`config.mk`:
```
export PLATFORM = sky130hd
export DESIGN_NAME = encoder_fixed_point_mac
export DESIGN_NICKNAME = d
export VERILOG_FILES = /design/src/rtl/vae_fixed_pkg.sv /design/src/rtl/enc_mac_unit.sv /design/src/rtl/encoder_fixed_point_mac.sv
export SDC_FILE = /design/constraint.sdc
export NUM_CORES = 2
export LEC_CHECK = 0
export ABC_AREA = 1
export BUFFER_PORTS_ARGS = -buffer_cell sky130_fd_sc_hd__buf_2
export CAP_MARGIN = 25
export CORE_AREA = 8 8 237 353
export DETAILED_ROUTE_END_ITERATION = 12
export DIE_AREA = 0 0 245 361
export PLACE_DENSITY = 0.77
export SLEW_MARGIN = 5
export SYNTH_ARGS = -nofsm -noshare
export SYNTH_HDL_FRONTEND = slang
export SYNTH_SLANG_ARGS = --single-unit
export TNS_END_PERCENT = 5
```
`constraint.sdc`:
```
create_clock -name clk -period 19.85 [get_ports clk]
set_input_delay 1.985 -clock clk [delete_from_list [all_inputs] [get_ports clk]]
set_output_delay 1.985 -clock clk [all_outputs]
set_load 0.005 [all_outputs]
```
`src/rtl/vae_fixed_pkg.sv`:
```
// vae_fixed_pkg: shared fixed-point defaults, FSM states and saturation helper for the VAE datapath
package vae_fixed_pkg;
    localparam int DEF_BITSIZE = 16;
    localparam int DEF_FRAC    = 8;

    typedef enum logic [1:0] {IDLE, MAC, BIAS, DONE} state_t;

    localparam logic signed [DEF_BITSIZE-1:0] SAT_MAX = {1'b0, {(DEF_BITSIZE-1){1'b1}}};
    localparam logic signed [DEF_BITSIZE-1:0] SAT_MIN = {1'b1, {(DEF_BITSIZE-1){1'b0}}};

    // Clamp a wide signed value into a signed range of the given word width
    function automatic logic signed [63:0] sat(input logic signed [63:0] v, input int bits);
        logic signed [63:0] hi;
        logic signed [63:0] lo;
        hi = (64'sd1 <<< (bits - 1)) - 64'sd1;
        lo = -hi - 64'sd1;
        return (v > hi) ? hi : ((v < lo) ? lo : v);
    endfunction
endpackage

```
`src/rtl/enc_mac_unit.sv`:
```
// enc_mac_unit: the block's single multiplier feeding a clearable signed accumulator
module enc_mac_unit #(
    parameter int W  = 16,
    parameter int AW = 36
) (
    input  logic                 i_clk,
    input  logic                 i_rst,
    input  logic                 i_en,
    input  logic                 i_clr,
    input  logic signed [W-1:0]  i_a,
    input  logic signed [W-1:0]  i_b,
    output logic signed [AW-1:0] o_acc
);
    logic signed [2*W-1:0] w_prod;

    assign w_prod = i_a * i_b;

    // Accumulate the sign-extended full-width product; clear wins over enable
    always_ff @(posedge i_clk or posedge i_rst) begin
        if (i_rst)
            o_acc <= '0;
        else if (i_clr)
            o_acc <= '0;
        else if (i_en)
            o_acc <= o_acc + {{(AW-2*W){w_prod[2*W-1]}}, w_prod};
    end
endmodule

```
`src/rtl/encoder_fixed_point_mac.sv`:
```
// encoder_fixed_point_mac: latent encoder layer z[j] = sat(sum_i x[i]*w[j][i] + b[j]) on one shared MAC
module encoder_fixed_point_mac
    import vae_fixed_pkg::*;
#(
    parameter int M_input  = 9,
    parameter int N_latent = 2,
    parameter int BITSIZE  = DEF_BITSIZE,
    parameter int FRAC     = DEF_FRAC
) (
    input  logic                           clk,
    input  logic                           reset,
    input  logic [M_input*BITSIZE-1:0]          x,
    input  logic [M_input*N_latent*BITSIZE-1:0] w,
    input  logic [N_latent*BITSIZE-1:0]         b,
    input  logic                           in_valid,
    output logic                           in_ready,
    output logic [N_latent*BITSIZE-1:0]    out,
    output logic                           out_valid,
    input  logic                           out_ready
);
    localparam int ACC_W = 2*BITSIZE + $clog2(M_input);
    localparam int IW    = $clog2(M_input);
    localparam int JW    = (N_latent > 1) ? $clog2(N_latent) : 1;
    localparam logic [IW-1:0] I_LAST = IW'(M_input - 1);
    localparam logic [JW-1:0] J_LAST = JW'(N_latent - 1);

    state_t                              r_state;
    logic [IW-1:0]                       r_i;
    logic [JW-1:0]                       r_j;
    logic [M_input*BITSIZE-1:0]          r_x;
    logic [M_input*N_latent*BITSIZE-1:0] r_w;
    logic [N_latent*BITSIZE-1:0]         r_b;
    logic [N_latent*BITSIZE-1:0]         r_out;
    logic                                r_out_valid;

    logic                     w_accept;
    logic                     w_mac_en;
    logic                     w_mac_clr;
    logic signed [BITSIZE-1:0] w_xi;
    logic signed [BITSIZE-1:0] w_wji;
    logic signed [BITSIZE-1:0] w_bj;
    logic signed [ACC_W-1:0]  w_acc;
    logic signed [ACC_W:0]    w_r;
    logic signed [63:0]       w_r64;
    logic [BITSIZE-1:0]       w_z;

    assign in_ready  = (r_state == IDLE);
    assign out       = r_out;
    assign out_valid = r_out_valid;
    assign w_accept  = in_valid && (r_state == IDLE);
    assign w_mac_en  = (r_state == MAC);
    // Start every latent output from a zero accumulator: on accept and between outputs
    assign w_mac_clr = w_accept || ((r_state == BIAS) && (r_j != J_LAST));

    assign w_xi  = r_x[int'(r_i)*BITSIZE +: BITSIZE];
    assign w_wji = r_w[(int'(r_j)*M_input + int'(r_i))*BITSIZE +: BITSIZE];
    assign w_bj  = r_b[int'(r_j)*BITSIZE +: BITSIZE];

    // Floor-truncate the Q product sum back to the word's scale, add bias one bit wider, then clamp
    assign w_r   = {w_acc[ACC_W-1], w_acc >>> FRAC} + {{(ACC_W+1-BITSIZE){w_bj[BITSIZE-1]}}, w_bj};
    assign w_r64 = {{(63-ACC_W){w_r[ACC_W]}}, w_r};
    assign w_z   = BITSIZE'(sat(w_r64, BITSIZE));

    enc_mac_unit #(
        .W  (BITSIZE),
        .AW (ACC_W)
    ) u_mac (
        .i_clk (clk),
        .i_rst (reset),
        .i_en  (w_mac_en),
        .i_clr (w_mac_clr),
        .i_a   (w_xi),
        .i_b   (w_wji),
        .o_acc (w_acc)
    );

    // Sequencer: latch a job, sweep i for each j, write z[j] in BIAS, hold the result in DONE
    always_ff @(posedge clk or posedge reset) begin
        if (reset) begin
            r_state     <= IDLE;
            r_i         <= '0;
            r_j         <= '0;
            r_x         <= '0;
            r_w         <= '0;
            r_b         <= '0;
            r_out       <= '0;
            r_out_valid <= 1'b0;
        end else begin
            case (r_state)
                IDLE: if (in_valid) begin
                    r_x     <= x;
                    r_w     <= w;
                    r_b     <= b;
                    r_i     <= '0;
                    r_j     <= '0;
                    r_state <= MAC;
                end
                MAC: begin
                    r_i <= r_i + 1'b1;
                    if (r_i == I_LAST)
                        r_state <= BIAS;
                end
                BIAS: begin
                    r_out[int'(r_j)*BITSIZE +: BITSIZE] <= w_z;
                    r_i <= '0;
                    if (r_j == J_LAST) begin
                        r_state     <= DONE;
                        r_out_valid <= 1'b1;
                    end else begin
                        r_j     <= r_j + 1'b1;
                        r_state <= MAC;
                    end
                end
                DONE: if (out_ready) begin
                    r_out_valid <= 1'b0;
                    r_state     <= IDLE;
                end
                default: r_state <= IDLE;
            endcase
        end
    end
endmodule

```
After elaboration in Yosys (flattened, before gate mapping)
Cells that the tools add are included.
{"block": "word_totals", "register_bits": 540}
{"block": "op_classes", "n_addsub": 6, "n_mul": 2, "order_cmp": 2, "n_eq_ne": 8, "n_shift": 5, "n_mux": 18, "bitwise": 1, "reduce_logical": 13}
{"operator": "$shiftx 288x11->16", "n": 1}
{"operator": "$shiftx 144x9->16", "n": 1}
{"operator": "$mux 36", "n": 2}
{"operator": "$add 36x36->36", "n": 1}
{"operator": "$neg 5->33", "n": 1}
{"operator": "$shift 16x33->32 const A", "n": 1}
{"operator": "$shiftx 16x33->32", "n": 1}
{"operator": "$bwmux 32", "n": 1}
{"operator": "$mul 16x16->32", "n": 1}
{"operator": "$mux 16", "n": 2}
{"operator": "$shiftx 32x6->16", "n": 1}
{"operator": "$add 28x16->29", "n": 1}
{"operator": "$gt 29x16->1 const B", "n": 1}
{"operator": "$lt 29x16->1 const B", "n": 1}
{"operator": "$pmux 4 s3", "n": 1}
{"operator": "$mux 2", "n": 4}
{"operator": "$ne 2x2->1 const B", "n": 4}
{"operator": "$pmux 2 s4", "n": 1}
{"operator": "$add 5x4->6", "n": 1}
{"operator": "$reduce_and 2->1", "n": 3}
{"operator": "$reduce_and 3->1", "n": 2}
{"operator": "$reduce_bool 2->1", "n": 3}
{"operator": "$mul 1x4->5 const B", "n": 1}
{"operator": "$add 4x1->4 const B", "n": 1}
{"operator": "12 further kinds", "n": 18}

Depth between registers and ports, before layout
{"block": "depth", "depth_word": 7, "ltp_mapped": 53, "depth_no_buf": 51}

By module
From an unflattened synthesis, not the netlist that was laid out.
{"block": "hier_totals", "hier_cells": 5442, "area_unflattened_um2": 39990.9}
{"mod": "encoder_fixed_point_mac", "n_inst": 1, "cells_per_inst": 3400, "area_per_inst_um2": 25380.6, "seq_area_each_um2": 12612.1}
{"mod": "enc_mac_unit", "n_inst": 1, "cells_per_inst": 2042, "area_per_inst_um2": 14610.3, "seq_area_each_um2": 900.9}

Least setup slack after synthesis
Ideal clock, no wire load.
{"block": "synth_path", "path_kind": "register to register", "start": "register r_i[0]", "end": "register u_mac.o_acc[33]", "setup_ps": 123, "t_arrival_ps": 8487, "required_ps": 19727, "slack_ps": 11240, "path_stages_with_launch": 42, "path_buffers": 2, "synth_period_minus_slack_ps": 8610, "path_cell_list": "dfrtp_1 > ha_1 > ha_1 > inv_2 > clkbuf_1 > buf_2 > a21oi_1 > a211oi_1 > o21ai_0 > nand2_1 > nand2_1 > nor2_1 > fa_1 > inv_1 > fa_1 > inv_1 > fa_1 > fa_1 > (+6 left out) > nor2_1 > nand2_1 > or2_2 > and2_0 > nand2_1 > nand2_1 > nand2_1 > inv_1 > ha_1 > nand2_1 > nor2_1 > nand2_1 > nor3_1 > nand3_1 > nand3_1 > a21oi_1 > o21ai_0 > nand2_1"}
{"block": "synth_via", "elab_chain_cells": 6}
{"element": "start: declaration", "line": "encoder_fixed_point_mac.sv:28", "text": "logic [IW-1:0] r_i;"}
{"element": "start signal: assignment", "line": "encoder_fixed_point_mac.sv:99", "text": "r_i <= r_i + 1'b1;"}
{"element": "$add 5x4->6", "line": "encoder_fixed_point_mac.sv:56", "text": "assign w_wji = r_w[(int'(r_j)*M_input + int'(r_i))*BITSIZE +: BITSIZE];"}
{"element": "$shiftx 288x11->16", "line": "encoder_fixed_point_mac.sv:56"}
{"element": "$mul 16x16->32 *", "line": "enc_mac_unit.sv:16", "text": "assign w_prod = i_a * i_b;"}
{"element": "$add 36x36->36 *", "line": "enc_mac_unit.sv:25", "text": "o_acc <= o_acc + {{(AW-2*W){w_prod[2*W-1]}}, w_prod};"}
{"element": "$mux 36 *", "line": "enc_mac_unit.sv:24", "text": "else if (i_en)"}
{"element": "$mux 36 *", "line": "enc_mac_unit.sv:22", "text": "else if (i_clr)"}
{"element": "end signal: assignment", "line": "enc_mac_unit.sv:25"}
{"element": "end: declaration", "line": "enc_mac_unit.sv:12", "text": "output logic signed [AW-1:0] o_acc"}
Every way passes the cells marked *; elsewhere a longest branch is shown, timed or not. The select of a mux whose other input is x is not followed.
A chain may end at the register's enable or synchronous reset.

Worst setup path after layout
{"block": "layout_path", "start": "register r_i[0]", "end": "register u_mac.o_acc[34]"}
The elaborated chain is that of the path after synthesis.

==> results by group <==
Critical path
  – Critical path required time: just over 20000 ps
  – Critical path origin: r_i[0]$_DFFE_PP0P_
  – Max stage delay on crit path: between 700 and 800 ps
  – CP Capture Type: flip-flop
  – Reg2reg end: u_mac.o_acc[34]$_DFFE_PP0P_
  – Worst EP arrival: about 12000 ps
  – Most used cell, CP: nand2_1
  – Top delay family on crit path: adder cells
  – R2r startpoint: r_i[0]$_DFFE_PP0P_
  – Critical-path maximum fanout: 62
  – Crit path to: u_mac.o_acc[34]$_DFFE_PP0P_
  – CP max stage cell: o311ai_0
  – Worst setup SP type: flip-flop
  – Critical path class: reg2reg
  – R2R Setup Slk: 8360 ps
  – Cells on worst reg2reg path: 38
  – CP Depth: 38
  – CP bufs+invs: 8

Cells and area
  – Final net count: 6433
  – Layout cell share with drive strength beyond 1: between 10% and 20%
  – Filler instances: about 7.3k
  – Post-Route Utilization: 56.4%
  – Fin area: about 44000 um^2
  – Synthesis-to-finish area growth: 13.7%

STA
  – Fmax: 87.0 MHz
  – Worst-margin pin slew: 1020 ps
  – Pins Over Slew Limit: 0
  – Max transition margin: 31.9%
  – RSZ-0062 raised after global routing: no
  – Min cycle time layout: 11490 ps
  – Setup-failing EPs final: 0
  – Clock skew: 77.5 ps
  – Final Hold Fails: 0
  – Post-route clock period utilization: 57.9%
  – Setup TNS Final: 0 ps

Global routing
  – Gr usage total: 29.4%
  – Largest net degree at the start of global routing: 211
  – Grt met2 use: about half
  – Gr busiest metal: met2
  – Vias in the first global route: 36.6k
  – Met1 Use GR: 34.4%
  – Total grt overflow: 0
  – Antenna violations before repair: 8
  – Met3 Use GR: 4.59%
  – Global-route wire length before repair: between 200 and 250 mm

Clock tree
  – CTS tree: built
  – Worst-path clk slew: 70 ps
  – Post-CTS Setup Bufs: 0
  – Post_cts resized: 0
  – CTS root buf: clkbuf_16
  – Max Root-Sink Buffers: 3
  – Clock Latency Late Sink: 680 ps
  – Max H-tree Level: 2
  – Clock Sink Count: 540
  – Cts hold-fix bufs: 0
  – Num CTS Buffers: 54

Placement
  – Final GP Congestion: 1.03
  – I/O Buffers: 501
  – Detailed-placement wirelength estimate: 104 mm
  – Cell Area, Placed: 42100 um^2

Routing
  – Via-per-instance ratio: about 5.4
  – Post-Route WL: around 130 mm
  – DRC violations left: 0
  – Routed wire per std cell: roughly 20 um
  – Drt first pass iters: 9
  – Antenna violation net count after detailed routing: 0
  – Vias: around 36k
  – Iteration-0 DRC Markers: 3498

Synthesis
  – Post-Syn Nets: 6055
  – Count leader, synth: nand2_1
  – Post-synth EDFFs: 0
  – Top FF cell, synth: dfrtp_1
  – Post-synthesis register bit count: between 500 and 600
  – Asr flop ratio synth: 100%
  – Sequential area share after synthesis: between 30% and 40%
  – Synth cell types: 55
  – Number of warning messages in the yosys log: 0
  – Mapped Cells: roughly 5.2k
  – Yosys top cell area share: approximately a third
  – Post-synth top cells: 2040 x nand2_1, 633 x inv_1, 540 x dfrtp_1
  – Netlist Area Pre-Place: roughly 40000 um^2
  – Largest cells by area after synthesis: dfrtp_1 35%, nand2_1 20%, fa_1 14%, inv_1 6.1%, ha_1 4.8%
  – Post-Syn Area per Cell: 7.51 um^2
  – Largest area contributor in the netlist: dfrtp_1

Floorplan
  – Horiz. Die Dim: 245 um
  – Core box area: just under 80000 um^2
  – Num rows: approximately 130
  – Die area: about 88000 um^2
  – Die Y: 361 um
  – Initial Utilization: 49.6%
  – I/O pin count: 502

Min path
  – Hold crit path type: reg2reg
  – Hold_sp: r_x[32]$_DFFE_PP0P_

Run status
  – Status: complete, no violations

Flow run
  – Max-cap violations: 0
[worst reg2reg max path, delay by kind of cell, from the launching register on]
kind                     cells  cell delay [ps]
buffers and inverters        8             2470
AO/OA/AOI/OAI                5             1210
adder cells (fa/ha/maj)      9             4690
flip-flops                   1              430
AND/OR/NAND/NOR             16             2510
[through the flow]
| stage | hold slack [ps] | worst slack, ps | instances |
|---|---|---|---|
| floorplan | 444 | 2770 | 5173 |
| global placement | 457 | 8860 | 6513 |
| detailed placement | 460 | 8620 | 6513 |
| CTS | 478 | 8520 | 6614 |
| global route | 495 | 7660 | 6622 |
| finish | 477 | 8360 | 6627 |
[routing by layer]
metal  vias up  wire (um)
li1      16799          -
met1     17117      49400
met2      1597      64800
met3       413       9110
met4         2       9670
met5         -         13
[sequential cells by signal, summed over array words and instances (netlist names)]
signal       count
u_mac.o_acc     36
r_x            144
out             32
out_valid        1
r_j              1
r_w            288
r_i              4
r_state          2
r_b             32
[cell families (layout without fill, tap and decap cells)]
kind of cell	count (synthesis)	in the layout	share of synthesized area, %
other cells	0	7	0
flops	540	540	34.8
xor+xnor	56	56	1.28
fa+ha+maj	414	414	18.5
simple gates	2576	2576	26.3
compound gates	707	707	10.4
buf+inv	880	1303	8.77
[final cells by class]
class,count,area (um^2),share of cell area (%)
multi-input cells,3753,22000,49.8
diodes,7,17.5,0.0397
inverters,659,2490,5.64
flip-flops and latches,540,13500,30.6
well taps,1024,1280,2.90
clock inverters,32,448,1.01
clock buffers,69,1500,3.39
repair buffers,543,2940,6.65
[placed cells by master, fill, tap and decap left out, types with 36 or more instances in the layout]
cell	synthesis	routed
buf_4	5	36
nor2_1	303	302
dfrtp_1	540	538
nand3_1	99	99
ha_1	149	147
buf_2	55	501
inv_1	633	629
nand2_1	2040	2039
o21ai_0	287	287
fa_1	265	265
clkbuf_16	0	54
a21oi_1	249	249
[worst min-delay path by stage]
stage                                       to  cells past startpoint
after floorplan            r_w[39]$_DFFE_PP0P_                      2
after global placement     r_x[32]$_DFFE_PP0P_                      2
after detailed placement   r_x[32]$_DFFE_PP0P_                      2
after CTS                  r_x[32]$_DFFE_PP0P_                      2
after global routing      r_w[280]$_DFFE_PP0P_                      2
final                      r_x[32]$_DFFE_PP0P_                      2
Power is not shown: default switching activity piles up to over one toggle a cycle in this logic, so the estimate is an artifact.
